`config.mk`:
```
export PLATFORM = sky130hd
export DESIGN_NAME = mem_port_arbiter
export DESIGN_NICKNAME = d
export VERILOG_FILES = /design/src/rtl/mem_arb_pkg.sv /design/src/rtl/mem_arb_timer.sv /design/src/rtl/mem_port_arbiter.sv
export SDC_FILE = /design/constraint.sdc
export NUM_CORES = 1
export LEC_CHECK = 0
export ABC_AREA = 0
export BUFFER_PORTS_ARGS = -buffer_cell sky130_fd_sc_hd__buf_2
export CORE_ASPECT_RATIO = 0.75
export CORE_MARGIN = 8
export CORE_UTILIZATION = 40
export DETAILED_ROUTE_END_ITERATION = 10
export HOLD_SLACK_MARGIN = 0.08
export PLACE_DENSITY = 0.76
export SYNTH_ARGS = -nofsm -noshare
export SYNTH_HDL_FRONTEND = slang
export SYNTH_SLANG_ARGS = --single-unit
```
`constraint.sdc`:
```
create_clock -name clk -period 5.9 [get_ports clk]
set_input_delay 0.885 -clock clk [delete_from_list [all_inputs] [get_ports clk]]
set_output_delay 0.885 -clock clk [all_outputs]
set_load 0.01 [all_outputs]
```
`src/rtl/mem_arb_pkg.sv`:
```
// Shared types for the stallmem port arbiter: FSM states, owner encoding and timer width.
package mem_arb_pkg;

    localparam int unsigned CNT_W = 16;

    typedef enum logic [1:0] {
        IDLE  = 2'd0,
        ISSUE = 2'd1,
        WAIT  = 2'd2,
        RESP  = 2'd3
    } state_e;

    typedef enum logic {
        OWN_I = 1'b0,
        OWN_D = 1'b1
    } owner_e;

    function automatic owner_e other_owner(input owner_e o);
        return (o == OWN_D) ? OWN_I : OWN_D;
    endfunction

endpackage

```
`src/rtl/mem_arb_timer.sv`:
```
// Wait-cycle counter for the arbiter: cleared on issue, counts while waiting,
// flags the cycle in which the MAX_WAIT-th wait cycle is reached.
module mem_arb_timer
    import mem_arb_pkg::*;
#(
    parameter int unsigned MAX_WAIT = 255
) (
    input  logic clk,
    input  logic rst,
    input  logic clear,
    input  logic en,
    output logic expired
);

    logic [CNT_W-1:0] count_q;
    logic [CNT_W-1:0] count_d;

    always_comb begin
        count_d = count_q;
        if (clear) begin
            count_d = '0;
        end else if (en && !expired) begin
            count_d = count_q + CNT_W'(1);
        end
    end

    always_ff @(posedge clk or negedge rst) begin
        if (!rst) begin
            count_q <= '0;
        end else begin
            count_q <= count_d;
        end
    end

    // count_q holds the number of wait cycles already completed
    assign expired = en && (count_q == CNT_W'(MAX_WAIT - 1));

endmodule

```
`src/rtl/mem_port_arbiter.sv`:
```
// Shares the single stallmem port between instruction fetch and data access.
// Define MEM_ARB_RR_EN for round-robin on contested grants; default is data-first priority.
module mem_port_arbiter
    import mem_arb_pkg::*;
#(
    parameter int unsigned ADDR_W   = 32,
    parameter int unsigned DATA_W   = 32,
    parameter int unsigned MAX_WAIT = 255
) (
    input  logic              clk,
    input  logic              rst,
    input  logic              i_req,
    input  logic [ADDR_W-1:0] i_addr,
    output logic              i_ack,
    output logic [DATA_W-1:0] i_rdata,
    output logic              i_err,
    input  logic              d_req,
    input  logic              d_wr,
    input  logic [ADDR_W-1:0] d_addr,
    input  logic [DATA_W-1:0] d_wdata,
    output logic              d_ack,
    output logic [DATA_W-1:0] d_rdata,
    output logic              d_err,
    output logic              mem_en,
    output logic              mem_wr,
    output logic [ADDR_W-1:0] mem_addr,
    output logic [DATA_W-1:0] mem_data_in,
    input  logic [DATA_W-1:0] mem_data_out,
    input  logic              mem_ready,
    input  logic              mem_err,
    output logic              busy
);

    state_e            state_q, state_d;
    owner_e            owner_q, owner_d;
    logic [ADDR_W-1:0] addr_q, addr_d;
    logic [DATA_W-1:0] wdata_q, wdata_d;
    logic              wr_q, wr_d;
`ifdef MEM_ARB_RR_EN
    owner_e            rr_q, rr_d;
`endif

    logic              i_ack_q, i_ack_d;
    logic [DATA_W-1:0] i_rdata_q, i_rdata_d;
    logic              i_err_q, i_err_d;
    logic              d_ack_q, d_ack_d;
    logic [DATA_W-1:0] d_rdata_q, d_rdata_d;
    logic              d_err_q, d_err_d;
    logic              mem_en_q, mem_en_d;
    logic              busy_q, busy_d;

    owner_e            win_c;
    logic              tmr_clear_c;
    logic              tmr_en_c;
    logic              tmr_expired_c;
    logic              done_c;
    logic              timeout_c;
    logic [DATA_W-1:0] rdata_c;
    logic              err_c;

    mem_arb_timer #(
        .MAX_WAIT (MAX_WAIT)
    ) u_timer (
        .clk     (clk),
        .rst     (rst),
        .clear   (tmr_clear_c),
        .en      (tmr_en_c),
        .expired (tmr_expired_c)
    );

    // Next-state, request latch and grant selection
    always_comb begin
        state_d     = state_q;
        owner_d     = owner_q;
        addr_d      = addr_q;
        wdata_d     = wdata_q;
        wr_d        = wr_q;
`ifdef MEM_ARB_RR_EN
        rr_d        = rr_q;
`endif
        win_c       = OWN_D;
        tmr_clear_c = 1'b0;
        tmr_en_c    = 1'b0;
        done_c      = 1'b0;
        timeout_c   = 1'b0;

        case (state_q)
            IDLE: begin
                if (i_req || d_req) begin
`ifdef MEM_ARB_RR_EN
                    if (i_req && d_req) begin
                        win_c = rr_q;
                        rr_d  = other_owner(rr_q);
                    end else begin
                        win_c = d_req ? OWN_D : OWN_I;
                    end
`else
                    win_c = d_req ? OWN_D : OWN_I;
`endif
                    owner_d = win_c;
                    addr_d  = (win_c == OWN_D) ? d_addr : i_addr;
                    wdata_d = (win_c == OWN_D) ? d_wdata : '0;
                    wr_d    = (win_c == OWN_D) && d_wr;
                    state_d = ISSUE;
                end
            end
            ISSUE: begin
                tmr_clear_c = 1'b1;
                if (mem_ready) begin
                    done_c  = 1'b1;
                    state_d = RESP;
                end else begin
                    state_d = WAIT;
                end
            end
            WAIT: begin
                tmr_en_c = 1'b1;
                // ready on the limit cycle is a normal completion
                if (mem_ready) begin
                    done_c  = 1'b1;
                    state_d = RESP;
                end else if (tmr_expired_c) begin
                    timeout_c = 1'b1;
                    state_d   = RESP;
                end
            end
            RESP: begin
                state_d = IDLE;
            end
            default: begin
                state_d = IDLE;
            end
        endcase
    end

    // Registered responses: data and error only accompany the owner's ack
    always_comb begin
        rdata_c   = done_c ? mem_data_out : '0;
        err_c     = timeout_c || (done_c && mem_err);

        i_ack_d   = (done_c || timeout_c) && (owner_q == OWN_I);
        i_rdata_d = i_ack_d ? rdata_c : '0;
        i_err_d   = i_ack_d && err_c;

        d_ack_d   = (done_c || timeout_c) && (owner_q == OWN_D);
        d_rdata_d = (d_ack_d && !wr_q) ? rdata_c : '0;
        d_err_d   = d_ack_d && err_c;

        mem_en_d  = (state_d == ISSUE);
        busy_d    = (state_d != IDLE);
    end

    always_ff @(posedge clk or negedge rst) begin
        if (!rst) begin
            state_q   <= IDLE;
            owner_q   <= OWN_I;
            addr_q    <= '0;
            wdata_q   <= '0;
            wr_q      <= 1'b0;
`ifdef MEM_ARB_RR_EN
            rr_q      <= OWN_D;
`endif
            i_ack_q   <= 1'b0;
            i_rdata_q <= '0;
            i_err_q   <= 1'b0;
            d_ack_q   <= 1'b0;
            d_rdata_q <= '0;
            d_err_q   <= 1'b0;
            mem_en_q  <= 1'b0;
            busy_q    <= 1'b0;
        end else begin
            state_q   <= state_d;
            owner_q   <= owner_d;
            addr_q    <= addr_d;
            wdata_q   <= wdata_d;
            wr_q      <= wr_d;
`ifdef MEM_ARB_RR_EN
            rr_q      <= rr_d;
`endif
            i_ack_q   <= i_ack_d;
            i_rdata_q <= i_rdata_d;
            i_err_q   <= i_err_d;
            d_ack_q   <= d_ack_d;
            d_rdata_q <= d_rdata_d;
            d_err_q   <= d_err_d;
            mem_en_q  <= mem_en_d;
            busy_q    <= busy_d;
        end
    end

    assign i_ack       = i_ack_q;
    assign i_rdata     = i_rdata_q;
    assign i_err       = i_err_q;
    assign d_ack       = d_ack_q;
    assign d_rdata     = d_rdata_q;
    assign d_err       = d_err_q;
    assign mem_en      = mem_en_q;
    assign mem_wr      = wr_q;
    assign mem_addr    = addr_q;
    assign mem_data_in = wdata_q;
    assign busy        = busy_q;

endmodule

```
# [After elaboration in Yosys (flattened, before gate mapping)]
# Cells that the tools add are included.
[word_totals] latch_bits=0 output_inout_bits=135 elab_cells=60 mem_bits_ro=0 memories=0 reg_bits=154 mem_bits_rw=0 input_bits=135
[classes] n_addsub=1 eq_ne=5 shifts=0 magnitude_cmp=0 multipliers=0 reduce_logical=19 bitwise=1 muxes=20 div_mod_pow=0
[op_table] cell="2-to-1 mux 32 bit" count=5
[op_table] cell="2-to-1 mux 16 bit" count=2
[op_table] cell="adder 16 x 1 -> 16 bit, second input constant" count=1
[op_table] cell="equality test 16 x 8 -> 1 bit, second input constant" count=1
[op_table] cell="logical AND 1 bit" count=9
[op_table] cell="2-to-1 mux 1 bit" count=9
[op_table] cell="case mux 2 bit (4 select lines)" count=1
[op_table] cell="2-to-1 mux 2 bit" count=3
[op_table] cell="equality test 2 x 1 -> 1 bit, second input constant" count=2
[op_table] cell="equality test 2 bit, second input constant" count=2
[op_table] cell="nonzero test 2 bit" count=2
[op_table] cell="logical OR 1 bit" count=3
[op_table] cell="logical NOT 1 bit" count=2
[op_table] cell="logical NOT 2 bit" count=1
[op_table] cell="AND reduction 2 bit" count=1
[op_table] cell="OR reduction 2 bit" count=1
[op_table] cell="NOT 1 bit" count=1

# [Depth between registers and ports, before layout]
[depth] ltp_word=10 depth_mapped=8 depth_no_buf=6

# [Modules after synthesis]
# Synthesis repeated with hierarchy kept, for this count alone.
[hier_totals] cells_unflattened=507 hier_area_um2=6287.3
[by_module_without_submodules] mod="mem_port_arbiter" seq_area_each_um2=3453.3 instances=1 area_per_inst_um2=5353.9 cells_each=414
[by_module_without_submodules] mod="mem_arb_timer" seq_area_each_um2=400.4 instances=1 area_per_inst_um2=933.4 cells_each=93

# [Worst setup path before layout]
# OpenSTA, ideal clock, no wires.
[synth_timing] path_kind="input to register" startpoint="in d_req" endpoint="reg wdata_q[11] (netlist: mem_data_in[11])" required_ns=5.834 setup_time_ns=0.066 n_path_buf=3 path_stages=6 path_slack_ns=3.849 arrival_time_ns=1.984 path_cell_list="clkbuf_1 o21ai_1 clkbuf_1 clkbuf_1 nand2_1 nand2_1"
[synth_between] elab_chain_cells=2 word_cells_on_any_way=4 classes_between="mux: 2; reduce/logical: 2"
[synth_lines] element="start, declared" line="mem_port_arbiter.sv:17" text="input logic d_req,"
[synth_lines] element="2-to-1 mux 1 bit or logical OR 1 bit (tied branches)" line="mem_port_arbiter.sv:98, mem_port_arbiter.sv:89"
[synth_lines] element="2-to-1 mux 32 bit or AND reduction 2 bit (tied branches)"
[synth_lines] element="end signal, assigned" line="mem_port_arbiter.sv:175" text="wdata_q <= wdata_d;"
[synth_lines] element="end, declared" line="mem_port_arbiter.sv:37" text="logic [DATA_W-1:0] wdata_q, wdata_d;"
# Parallel ways exist; a longest one is shown, timed or not.
# A chain may end at the register's enable or synchronous reset.

# [Worst setup path in the final report]
[layout_timing] startpoint="in d_req" endpoint="reg addr_q[4] (netlist: mem_addr[4])"
[layout_between] elab_chain_cells=2 word_cells_on_any_way=4 classes_between="mux: 2; reduce/logical: 2"
[layout_lines] element="2-to-1 mux 1 bit or logical OR 1 bit (tied branches)" line="mem_port_arbiter.sv:98, mem_port_arbiter.sv:89"
[layout_lines] element="2-to-1 mux 32 bit or AND reduction 2 bit (tied branches)"
[layout_lines] element="end signal, assigned" line="mem_port_arbiter.sv:174" text="addr_q <= addr_d;"
[layout_lines] element="end, declared" line="mem_port_arbiter.sv:36" text="logic [ADDR_W-1:0] addr_q, addr_d;"
# Parallel ways exist; a longest one is shown, timed or not.

==> results.md <==
- Site Rows: 39
- Cts repair resizes: 0
- Number of cells produced by synthesis: 566
- Slew HR: 34.45%
- Remaining routing DRC violations: 0
- PwrDens: 465.3 nW/um^2
- Final wirelength: 17280 um
- Status: complete, no violations
- Final Cell Area: 8287 um^2
- First-pass GRT wire length: 26480 um
- CTS Hold Buffers Added: 0
- Setup-failing EPs final: 0
- Die W: 159.0 um
- Clock Root Buffer: clkbuf_16
- Post-synth cell types: 43
- Via/cell ratio: 4.838
- Filler cells: 1337
- Post-synth top area share: 62.84%
- Clk Latency, worst-skew pair: 0.42 ns
- Clock Skew: 0.009285 ns
- Clock slew at reported path FFs: 0.06 ns
- Antenna fix cells: 0
- Routed vias: 5051
- CTS Buf Count: 17
- CP Capture Type: flop
- DRT Pass-1 Iters: 5
- CTS max path bufs: 2
- Period utilization: 45.18%
- Die H: 123.2 um
- Core area: 15130 um^2
- Worst hold-check slack: 0.4603 ns
- Max Cap Viol: 0
- Post-synth EDFFs: 0
- Peak Freq: 375.1 MHz
- Number of synthesized register bits: 154
- H-tree Lvls: 4
- ANT nets after route: 0
- Critical Path Fanout Max: 68
- Ys flop type: dfrtp_1
- Most common library cells after synthesis: dfrtp_1, nand2_1, and2_1, nand3_1, o21ai_0
- Nets: 966
- WP data required: 6.17 ns
- I/O Buffers: 269
- Maximum VDD drop: 0.2665 mV
- Drt wl/cell: 16.55 um
- RSZ-0062 raised after global routing: no
- Total GRT Usage: 17.25%
- Arrival @ worst endpoint: 2.93 ns
- DR iter-0 viols: 454
- Post-layout min period: 2.666 ns
- Worst-margin pin slew: 0.9832 ns
- Hold Path Class: reg -> reg
- Synth Cell Area: 6132 um^2
- Vias in the first global route: 4876
- Layout area overhead: 35.14%
- Synthesis warning total: 0
- Layout cells sized above 1: 38.14%
- Area contributors post-synth: dfrtp_1, nand2_1, and2_1
- Die footprint: 19590 um^2
- Final Slew Violations: 0
- Post-synth ARST share: 100.0%
- Most numerous cell in the Yosys netlist: dfrtp_1
- Area leader, netlist: dfrtp_1
- Initial Utilization: 40.54%
- Sinks on Clock Net: 154
- Mean post-synth cell area: 10.83 um^2
- Leak: 4.595 nW
- Largest net degree at the start of global routing: 114
- Post-CTS setup-driven buffer insertion count: 0
- Hpwl dp: 12720 um
- Initial antenna violation count: 2
- Post-DP Area: 7662 um^2
- Place WS: 2.796 ns
- Synthesized Nets: 706
- Setup tns final: 0 ns
- Post-synthesis sequential area ratio: 62.84%
- Worst setup margin: 3.234 ns
- CTS tree: built
- # IOs: 270
- Gpl congestion: 0.8539
- Final Hold Vio Count: 0
- CP startpoint kind: input port
- Grt ovf: 0
- Critical setup path kind: in -> reg
==> cell usage in the layout (no fill, tap or decap), drive strengths merged, types with 3 or more instances in the layout <==
master / n
nor3: 4
nand2: 113
o21ai: 38
nor2: 10
clkinvlp: 3
inv: 10
dfrtp: 154
and3: 6
and2: 67
or4: 4
nand3: 41
a21oi: 13
bufinv: 3
ha: 5
o31ai: 4
nor4: 3
mux2i: 32
buf: 275
clkinv: 4
nand4: 4
or3: 6
clkbuf: 18
==> cells by family after synthesis <==
family	after synthesis	synth area share, %
buffers and inverters	40	2.652
AOI/OAI and AO/OA	64	5.835
adders and majority gates	5	1.020
muxes	32	5.223
DFF	154	62.84
and+or+nand+nor	268	22.00
xor gates and xnor gates	3	0.4286
==> routing by layer <==
metal  vias to the layer above  track usage, %  wire length, um
li1                       2406               -                -
met1                      2377           20.64             7026
met2                       236           26.52             7799
met3                        28           8.849             2131
met4                         4           6.404              300
met5                         -               0               23
==> sequential cells by signal, indices dropped and copies added, names as in the netlist, 2 cells and up <==
name / cells
d_rdata: 32
i_rdata: 32
mem_addr: 32
mem_data_in: 32
u_timer.count_q: 16
state_q: 2
==> stage by stage <==
stage	utilization [%]	std cells	total power [mW]
3_5_place_dp	50.65	1012	2.767
3_3_place_gp	50.65	1012	2.732
2_1_floorplan	-	566	2.204
4_1_cts	54.78	1044	3.914
5_1_grt	54.78	1044	4.098
6_report	54.78	1044	3.856
==> worst max-delay path, stage by stage <==
cell     delay (ns)
buf_2          0.10
buf_4          0.38
o21ai_4        0.71
buf_4          0.62
o21ai_0        0.20
==> worst paths after layout <==
| path | start | endpoint | slack [ns] | cells past startpoint |
|---|---|---|---|---|
| worst max-delay path | d_req | mem_addr[4]$_DFFE_PN0P_ | 3.23 | 5 |
| worst min-delay path | mem_data_in[24]$_DFFE_PN0P_ | mem_data_in[24]$_DFFE_PN0P_ | 0.46 | 2 |
| worst max register to register | u_timer.count_q[11]$_DFFE_PN0P_ | u_timer.count_q[6]$_DFFE_PN0P_ | 3.76 | 4 |
| worst min register to register | mem_data_in[24]$_DFFE_PN0P_ | mem_data_in[24]$_DFFE_PN0P_ | 0.46 | 2 |
| max in group asynchronous | rst | mem_addr[29]$_DFFE_PN0P_ | 4.13 | 2 |
| min in group asynchronous | rst | i_rdata[8]$_DFF_PN0_ | 0.59 | 1 |
==> report_power, final <==
part           internal (mW)  switching, mW
combinational          0.466          0.737
sequential              1.37          0.148
clock                  0.686          0.446
==> cell type report <==
| type | count | area (um^2) | share of cell area [%] |
|---|---|---|---|
| Sequential cell | 154 | 3854 | 46.50 |
| Multi-Input combinational cell | 372 | 2132 | 25.73 |
| Timing Repair Buffer | 275 | 1398 | 16.87 |
| Clock buffer | 18 | 439.2 | 5.300 |
| Tap cell | 205 | 256.5 | 3.095 |
| Clock inverter | 14 | 185.2 | 2.235 |
| Inverter | 6 | 22.52 | 0.2718 |
No activity file was read; power rests on OpenSTA's default activity.
